### config.mk
export PLATFORM = sky130hd
export DESIGN_NAME = pipe_add
export DESIGN_NICKNAME = d
export VERILOG_FILES = /design/src/rtl/pipe_add_pkg.sv /design/src/rtl/pipe_add_add_slice.sv /design/src/rtl/pipe_add.sv
export SDC_FILE = /design/constraint.sdc
export NUM_CORES = 1
export LEC_CHECK = 0
export CAP_MARGIN = 10
export CORE_UTILIZATION = 50
export CTS_CLUSTER_SIZE = 16
export DETAILED_ROUTE_END_ITERATION = 16
export PLACE_DENSITY = 0.73
export SYNTH_ARGS = -nofsm -noshare
export SYNTH_HDL_FRONTEND = slang
export SYNTH_SLANG_ARGS = --single-unit
### constraint.sdc
create_clock -name I_CLK -period 15.1 [get_ports I_CLK]
set_input_delay 2.265 -clock I_CLK [delete_from_list [all_inputs] [get_ports I_CLK]]
set_output_delay 2.265 -clock I_CLK [all_outputs]
set_load 0.01 [all_outputs]
### src/rtl/pipe_add_pkg.sv
// Shared datapath definitions for the pipelined adder: opcodes, slice sizing
// and the 1-bit full adder the carry-ripple slices are built from.
package pipe_add_pkg;

    localparam logic OP_ADD = 1'b0;
    localparam logic OP_SUB = 1'b1;

    function automatic int unsigned slice_width(input int unsigned width,
                                                input int unsigned stages);
        return (stages == 0) ? width : width / stages;
    endfunction

    // Returns {carry_out, sum}.
    function automatic logic [1:0] full_add(input logic a, input logic b, input logic ci);
        return {(a & b) | (a & ci) | (b & ci), a ^ b ^ ci};
    endfunction

endpackage

### src/rtl/pipe_add_add_slice.sv
// Combinational SW-bit carry-ripple slice; also exposes the carry into its
// MSB so the top slice can derive signed overflow.
module add_slice
    import pipe_add_pkg::*;
#(
    parameter int unsigned SW = 8
) (
    input  logic [SW-1:0] a,
    input  logic [SW-1:0] b,
    input  logic          ci,
    output logic [SW-1:0] s,
    output logic          co,
    output logic          cmsb
);

    logic [SW:0] c;

    always_comb begin
        c    = '0;
        s    = '0;
        c[0] = ci;
        for (int unsigned i = 0; i < SW; i++) begin
            {c[i+1], s[i]} = full_add(a[i], b[i], c[i]);
        end
        co   = c[SW];
        cmsb = c[SW-1];
    end

endmodule

### src/rtl/pipe_add.sv
// Pipelined WIDTH-bit adder/subtractor: each stage resolves one SW-bit slice
// of the carry chain, with valid/ready handshaking and full backpressure.
module pipe_add
    import pipe_add_pkg::*;
#(
    parameter int unsigned WIDTH  = 32,
    parameter int unsigned STAGES = 4
) (
    input  logic             I_CLK,
    input  logic             I_RST,
    input  logic             I_VALID,
    output logic             O_READY,
    input  logic [WIDTH-1:0] I_A,
    input  logic [WIDTH-1:0] I_B,
    input  logic             I_CI,
    input  logic             I_SUB,
    output logic             O_VALID,
    input  logic             I_READY,
    output logic [WIDTH-1:0] O_SUM,
    output logic             O_CO,
    output logic             O_OVF,
    output logic             O_ZERO
);

    localparam int unsigned SW = slice_width(WIDTH, STAGES);
    localparam int unsigned YN = (STAGES > 1) ? STAGES - 1 : 1;

    if (STAGES < 1 || (WIDTH % STAGES) != 0) begin : g_param_check
        $error("pipe_add: WIDTH must be a non-zero multiple of STAGES");
    end

    logic [STAGES-1:0] v_q, ld, accept, drain, c_q, c_in, co_sl, cm_sl;
    logic              cmsb_q, zero_q;
    logic [WIDTH-1:0]  x_q  [STAGES];
    logic [WIDTH-1:0]  x_in [STAGES];
    logic [WIDTH-1:0]  x_nx [STAGES];
    logic [WIDTH-1:0]  y_in [STAGES];
    logic [WIDTH-1:0]  y_q  [YN];
    logic [WIDTH-1:0]  y_nx [YN];
    logic [SW-1:0]     s_sl [STAGES];

    // A stage can take data iff downstream drains or some stage at or after it
    // is empty; that closed form avoids a ripple through the load enables.
    always_comb begin
        logic        acc;
        int unsigned k;
        accept = '0;
        drain  = '0;
        ld     = '0;
        acc    = I_READY;
        k      = 0;
        for (int unsigned i = 0; i < STAGES; i++) begin
            k         = STAGES - 1 - i;
            drain[k]  = acc;
            acc       = acc | ~v_q[k];
            accept[k] = acc;
        end
        ld[0] = I_VALID & accept[0];
        for (int unsigned i = 1; i < STAGES; i++) begin
            ld[i] = v_q[i-1] & accept[i];
        end
    end

    // x carries {finished sum slices, remaining A slices}, rotated right by SW
    // per stage so the next A slice always sits in the low bits.
    for (genvar k = 0; k < STAGES; k++) begin : g_stage
        if (k == 0) begin : g_first
            assign x_in[k] = I_A;
            assign y_in[k] = I_B ^ {WIDTH{I_SUB == OP_SUB}};
            assign c_in[k] = I_CI ^ I_SUB;
        end else begin : g_next
            assign x_in[k] = x_q[k-1];
            assign y_in[k] = y_q[k-1];
            assign c_in[k] = c_q[k-1];
        end

        add_slice #(.SW(SW)) u_slice (
            .a    (x_in[k][SW-1:0]),
            .b    (y_in[k][SW-1:0]),
            .ci   (c_in[k]),
            .s    (s_sl[k]),
            .co   (co_sl[k]),
            .cmsb (cm_sl[k])
        );

        if (SW == WIDTH) begin : g_full
            assign x_nx[k] = s_sl[k];
        end else begin : g_rot
            assign x_nx[k] = {s_sl[k], x_in[k][WIDTH-1:SW]};
        end

        if (k < STAGES - 1) begin : g_fwd
            assign y_nx[k] = {{SW{1'b0}}, y_in[k][WIDTH-1:SW]};
        end
    end

    if (STAGES == 1) begin : g_no_fwd
        assign y_nx[0] = '0;
    end

    always_ff @(posedge I_CLK or posedge I_RST) begin
        if (I_RST) begin
            v_q    <= '0;
            c_q    <= '0;
            cmsb_q <= 1'b0;
            zero_q <= 1'b0;
            for (int unsigned k = 0; k < STAGES; k++) x_q[k] <= '0;
            for (int unsigned k = 0; k < YN; k++)     y_q[k] <= '0;
        end else begin
            for (int unsigned k = 0; k < STAGES; k++) begin
                v_q[k] <= ld[k] | (v_q[k] & ~drain[k]);
                if (ld[k]) begin
                    x_q[k] <= x_nx[k];
                    c_q[k] <= co_sl[k];
                end
            end
            for (int unsigned k = 0; k + 1 < STAGES; k++) begin
                if (ld[k]) y_q[k] <= y_nx[k];
            end
            if (ld[STAGES-1]) begin
                cmsb_q <= cm_sl[STAGES-1];
                zero_q <= ~|x_nx[STAGES-1];
            end
        end
    end

    assign O_READY = accept[0];
    assign O_VALID = v_q[STAGES-1];
    assign O_SUM   = x_q[STAGES-1];
    assign O_CO    = c_q[STAGES-1];
    assign O_OVF   = cmsb_q ^ c_q[STAGES-1];
    assign O_ZERO  = zero_q;

endmodule

# --- Word level (Yosys, flattened, before mapping) ---
# Cells that the tools add are included.
word_totals:
  ff_bits: 186
  inputBits: 70
classes:
  bitwise_logic: 251
  reduce_logical: 2
ops:
  columns: ["cell", "n"]
  rows:
  - ["$and A1 B1 Y1", 104]
  - ["$or A1 B1 Y1", 72]
  - ["$xor A1 B1 Y1", 66]
  - ["$reduce_or A32 Y1", 1]
  - ["$xor A32 B32 Y32", 1]
  - ["$not A1 Y1", 8]
  - ["$logic_not A1 Y1", 1]

# --- Depth between registers and ports, before layout ---
logic_depth:
  ltp_word: 25
  mapped_depth: 14
  mapped_depth_nobuf: 13

# --- Cells and area by module ---
# Synthesis repeated with hierarchy kept, for this count alone.
unflattened:
  hier_cells: 521
  area_unflattened_um2: 8079.0
modules_own_cells:
  columns: ["module", "n_inst", "cells_per_inst", "area_per_inst_um2"]
  rows:
  - ["pipe_add", 1, 449, 7288.2]
  - ["add_slice", 4, 18, 197.7]

# --- Least setup slack after synthesis ---
# OpenSTA, ideal clock, no wires.
synth_path:
  kind: "input port to flip-flop"
  from: "input I_SUB"
  to: "register x_q (netlist bit x_in[95])"
  setup_time_ns: 0.125
  arrival_time_ns: 6.402
  t_required_ns: 14.975
  path_slack_ns: 8.574
  stages: 14
  n_path_buf: 2
  path_cell_list: "clkbuf_1 > buf_2 > xor2_1 > fa_1 > inv_1 > fa_1 > fa_1 > fa_1 > fa_1 > fa_1 > fa_1 > inv_1 > fa_1 > mux2_2"
synth_via:
  elab_chain_cells: 23
  word_cells_on_any_way: 39
  classes_between: "bitwise (39)"
synth_rtl:
  columns: ["element", "line", "text"]
  rows:
  - ["start: declaration", "pipe_add.sv:16", "input logic I_SUB,"]
  - ["$xor A32 B32 Y32 or $xor A1 B1 Y1 (tied branches)", "pipe_add.sv:69, pipe_add.sv:70", null]
  - ["$and A1 B1 Y1", "pipe_add_pkg.sv:15", "return {(a & b) | (a & ci) | (b & ci), a ^ b ^ ci};"]
  - ["$or A1 B1 Y1 (2 in a row)", "pipe_add_pkg.sv:15", null]
  - ["$and A1 B1 Y1", "pipe_add_pkg.sv:15", null]
  - ["$or A1 B1 Y1 (2 in a row)", "pipe_add_pkg.sv:15", null]
  - ["$and A1 B1 Y1", "pipe_add_pkg.sv:15", null]
  - ["$or A1 B1 Y1 (2 in a row)", "pipe_add_pkg.sv:15", null]
  - ["$and A1 B1 Y1", "pipe_add_pkg.sv:15", null]
  - ["$or A1 B1 Y1 (2 in a row)", "pipe_add_pkg.sv:15", null]
  - ["$and A1 B1 Y1", "pipe_add_pkg.sv:15", null]
  - ["$or A1 B1 Y1 (2 in a row)", "pipe_add_pkg.sv:15", null]
  - ["$and A1 B1 Y1", "pipe_add_pkg.sv:15", null]
  - ["$or A1 B1 Y1 (2 in a row)", "pipe_add_pkg.sv:15", null]
  - ["$and A1 B1 Y1", "pipe_add_pkg.sv:15", null]
  - ["$or A1 B1 Y1 (2 in a row)", "pipe_add_pkg.sv:15", null]
  - ["$xor A1 B1 Y1 (*)", "pipe_add_pkg.sv:15", null]
  - ["named net g_stage[0].u_slice.s[7]", "pipe_add_add_slice.sv:11", "output logic [SW-1:0] s,"]
  - ["end signal: indexed assignment", "pipe_add.sv:113", "x_q[k] <= x_nx[k];"]
  - ["end: declaration", "pipe_add.sv:34", "logic [WIDTH-1:0] x_q [STAGES];"]
# Mark *: on every way through the listed nets, which the timed path passes. The rest lies on a longest branch.
# A chain may end at the register's enable or synchronous reset.

# --- Final worst setup path ---
# Ends and elaborated chain as after synthesis.

==> reports/qor.csv <==
metric;value;unit
status;completed;
Routed WL;14600;um
Tightest Pin Transition;1.07;ns
hold crit path type;flip-flop to flip-flop;
nets;737;
setup repair bufs after CTS;0;
simple-gate share of the synthesized area;1.79;%
first-pass GRT wire length;24100;um
Layout Utilization;62.1;%
most frequent cells in the layout;186 x dfrtp_1, 141 x mux2_2, 105 x clkdlybuf4s50_1;
CTS max path bufs;2;
Req. time, crit path;15.42;ns
chip height;129;um
n_diodes;0;
DRC violations left;0;
CTS tree;built;
clock-pin slew on the worst setup and hold paths;0.06;ns
Compound-Gate Fraction of Synth Area;1.33;%
Sw Share;29.4;%
final RePlAce weighted congestion;0.723;
dpl cell area;9310;um2
io pins;107;
CTS buffer count;17;
syn nets;629;
clock share of power;23.5;%
xor-xnor portion of the synthesized cell area;3.67;%
NetSw;521;uW
largest net degree at the start of global routing;108;
VDD IR max;95.0;uV
mux cell area share after synthesis;23.9;%
flops & latches, synth;186;
Max Clock Skew;0.00730;ns
fraction of layout cells with a size suffix above 1;28.3;%
unrepaired setup endpoints after global routing;false;
delay of the slowest critical-path stage;0.48;ns
Critical Path Fanout Max;33;
main combinational cell family by area after synthesis;multiplexers;
Clock H-tree levels;4;
Final ANT Viol Nets;0;
Root Buffer;clkbuf_16;
worst setup path category;input pin to flip-flop;
WL/cell;17.0;um
pwr dens;180;nW/um2
Port-buffer cells;106;
Worst setup EP type;flip-flop;
Sinks on Clock Net;186;
GRT overflow;0;
leakage power;4.24;nW
fmax;158;MHz
Mean Syn Cell Area;15.4;um2
Starting Density;51.0;%
Avg Vias per Cell;5.07;
initial antenna violation count;0;
Fillers;1255;
Die Wd;129;um
Clock Latency Late Sink;0.43;ns
final hold vios;0;
Syn Inst Count;527;
design area;9870;um2
Max Cap Violations;0;
Reg power frac;45.4;%
crit-path most repeated cell;fa_1;
Syn-to-layout area delta;21.7;%
Mapped Area;8110;um2
Pins Over Slew Limit;0;
fin crit share;41.8;%
setup violators final;0;
post-cts sizing count;0;
combinational power share;31.1;%
number of global-route vias before repair;4783;
Register Area;4650;um2
WP buf/inv;4;
Max-Slew Margin vs Limit;28.6;%
Die ar.;16700;um2
hold_buf cts;0;
sequential share of the synthesized area;57.4;%
Tmin final;6.32;ns
drt first pass iters;4;
CP Data Arrival Time;6.64;ns
CP Cell Sequence;buf_2 -> buf_4 -> xor2_1 -> fa_1 -> inv_1 -> fa_1 -> fa_1 -> fa_1 -> fa_1 -> fa_1 -> fa_1 -> inv_1 -> fa_1 -> mux2_2;
Placeable Area;15900;um2
number of DRC markers in iteration 0;160;
crit start category;input pin;
Overall Global Routing Usage;19.6;%
Final HPWL DP;9830;um
multi-input logic area;3140;um2
internal power;1.25;mW
Largest delay share family, worst path;adder cells;
most common cell after layout, fill and taps aside;dfrtp_1;
Crit-path slowest cell;buf_4;
via count;4374;
Std-Cell Rows;46;
TNS Setup;0;ns
post-synthesis adder-cell area fraction;7.90;%
Ys Warns;0;
overall power;1.77;mW
Netlist cell types;28;
-- metrics by stage --
step	setup WS [ns]	hold WS, ns	std cells
after floorplan	7.78	0.460	527
after global placement	8.34	0.472	832
after detailed placement	8.24	0.481	832
after CTS	8.72	0.496	863
after global routing	8.52	0.507	863
final	8.78	0.490	863
-- registers in the layout, indices dropped and copies added (netlist names) --
signal and cells:
O_SUM 32, O_ZERO 1, c_q 4, cmsb_q 1
v_q 4, x_in 96, y_in 48
-- cell families after synthesis --
family | count (synthesis)
flip-flops | 186
multiplexers | 173
buffers and inverters | 60
XOR/XNOR | 34
adder cells (fa/ha/maj) | 32
AND/OR/NAND/NOR | 23
AO/OA/AOI/OAI | 19
-- metal layers --
metal | vias up | GRT usage, % | part of all wire [%] | wire length [um]
met5 | - | 0 | 0 | 0
li1 | 2004 | - | - | -
met4 | 0 | 7.61 | 1.6 | 231
met3 | 16 | 4.21 | 3.5 | 510
met1 | 2277 | 24.8 | 43 | 6340
met2 | 77 | 33.1 | 52 | 7550
-- power groups by stage --
stage	registers, mW	clock network, mW	logic [mW]
after floorplan	0.797	0	0.339
after global placement	0.806	0	0.537
after detailed placement	0.815	0	0.562
after CTS	0.809	0.426	0.565
after global routing	0.832	0.446	0.611
final	0.806	0.416	0.552
-- Yosys cell counts, drive strengths merged --
cell type,n,area (um2)
xor2,26,228
a31oi,4,25.0
clkbuf,1,3.75
nand4,2,12.5
xnor2,8,70.1
nor2b,1,6.26
nand2,6,22.5
a21oi,4,20.0
o41ai,1,8.76
mux2i,10,100
buf,21,181
or2,1,6.26
fa,32,641
nand4b,1,23.8
nor2,1,3.75
inv,38,143
mux2,163,1840
o21ai,10,53.8
nand3b,1,7.51
nor4,7,43.8
dfrtp,186,4650
nand2b,3,18.8
-- area by class of cell --
class | instances | share of cell area [%]
sequential | 186 | 47.2
multi-input combinational | 281 | 31.8
timing repair buffer | 111 | 11.1
clock buffer | 25 | 5.33
tap | 216 | 2.74
inverter | 38 | 1.50
clock inverter | 6 | 0.368
-- final timing paths --
check / cells after the start / endpoint / slack [ns] / startpoint
worst max-delay path: 14 / x_in[95] / 8.78 / I_SUB
worst min-delay path: 1 / y_in[84] / 0.49 / y_in[84]
worst max register to register: 12 / x_in[31] / 10.88 / c_q[1]
worst min register to register: 1 / y_in[84] / 0.49 / y_in[84]
max in group asynchronous: 3 / x_in[42] / 11.18 / I_RST
min in group asynchronous: 2 / x_in[94] / 2.38 / I_RST
No activity file was read; power rests on OpenSTA's default activity.
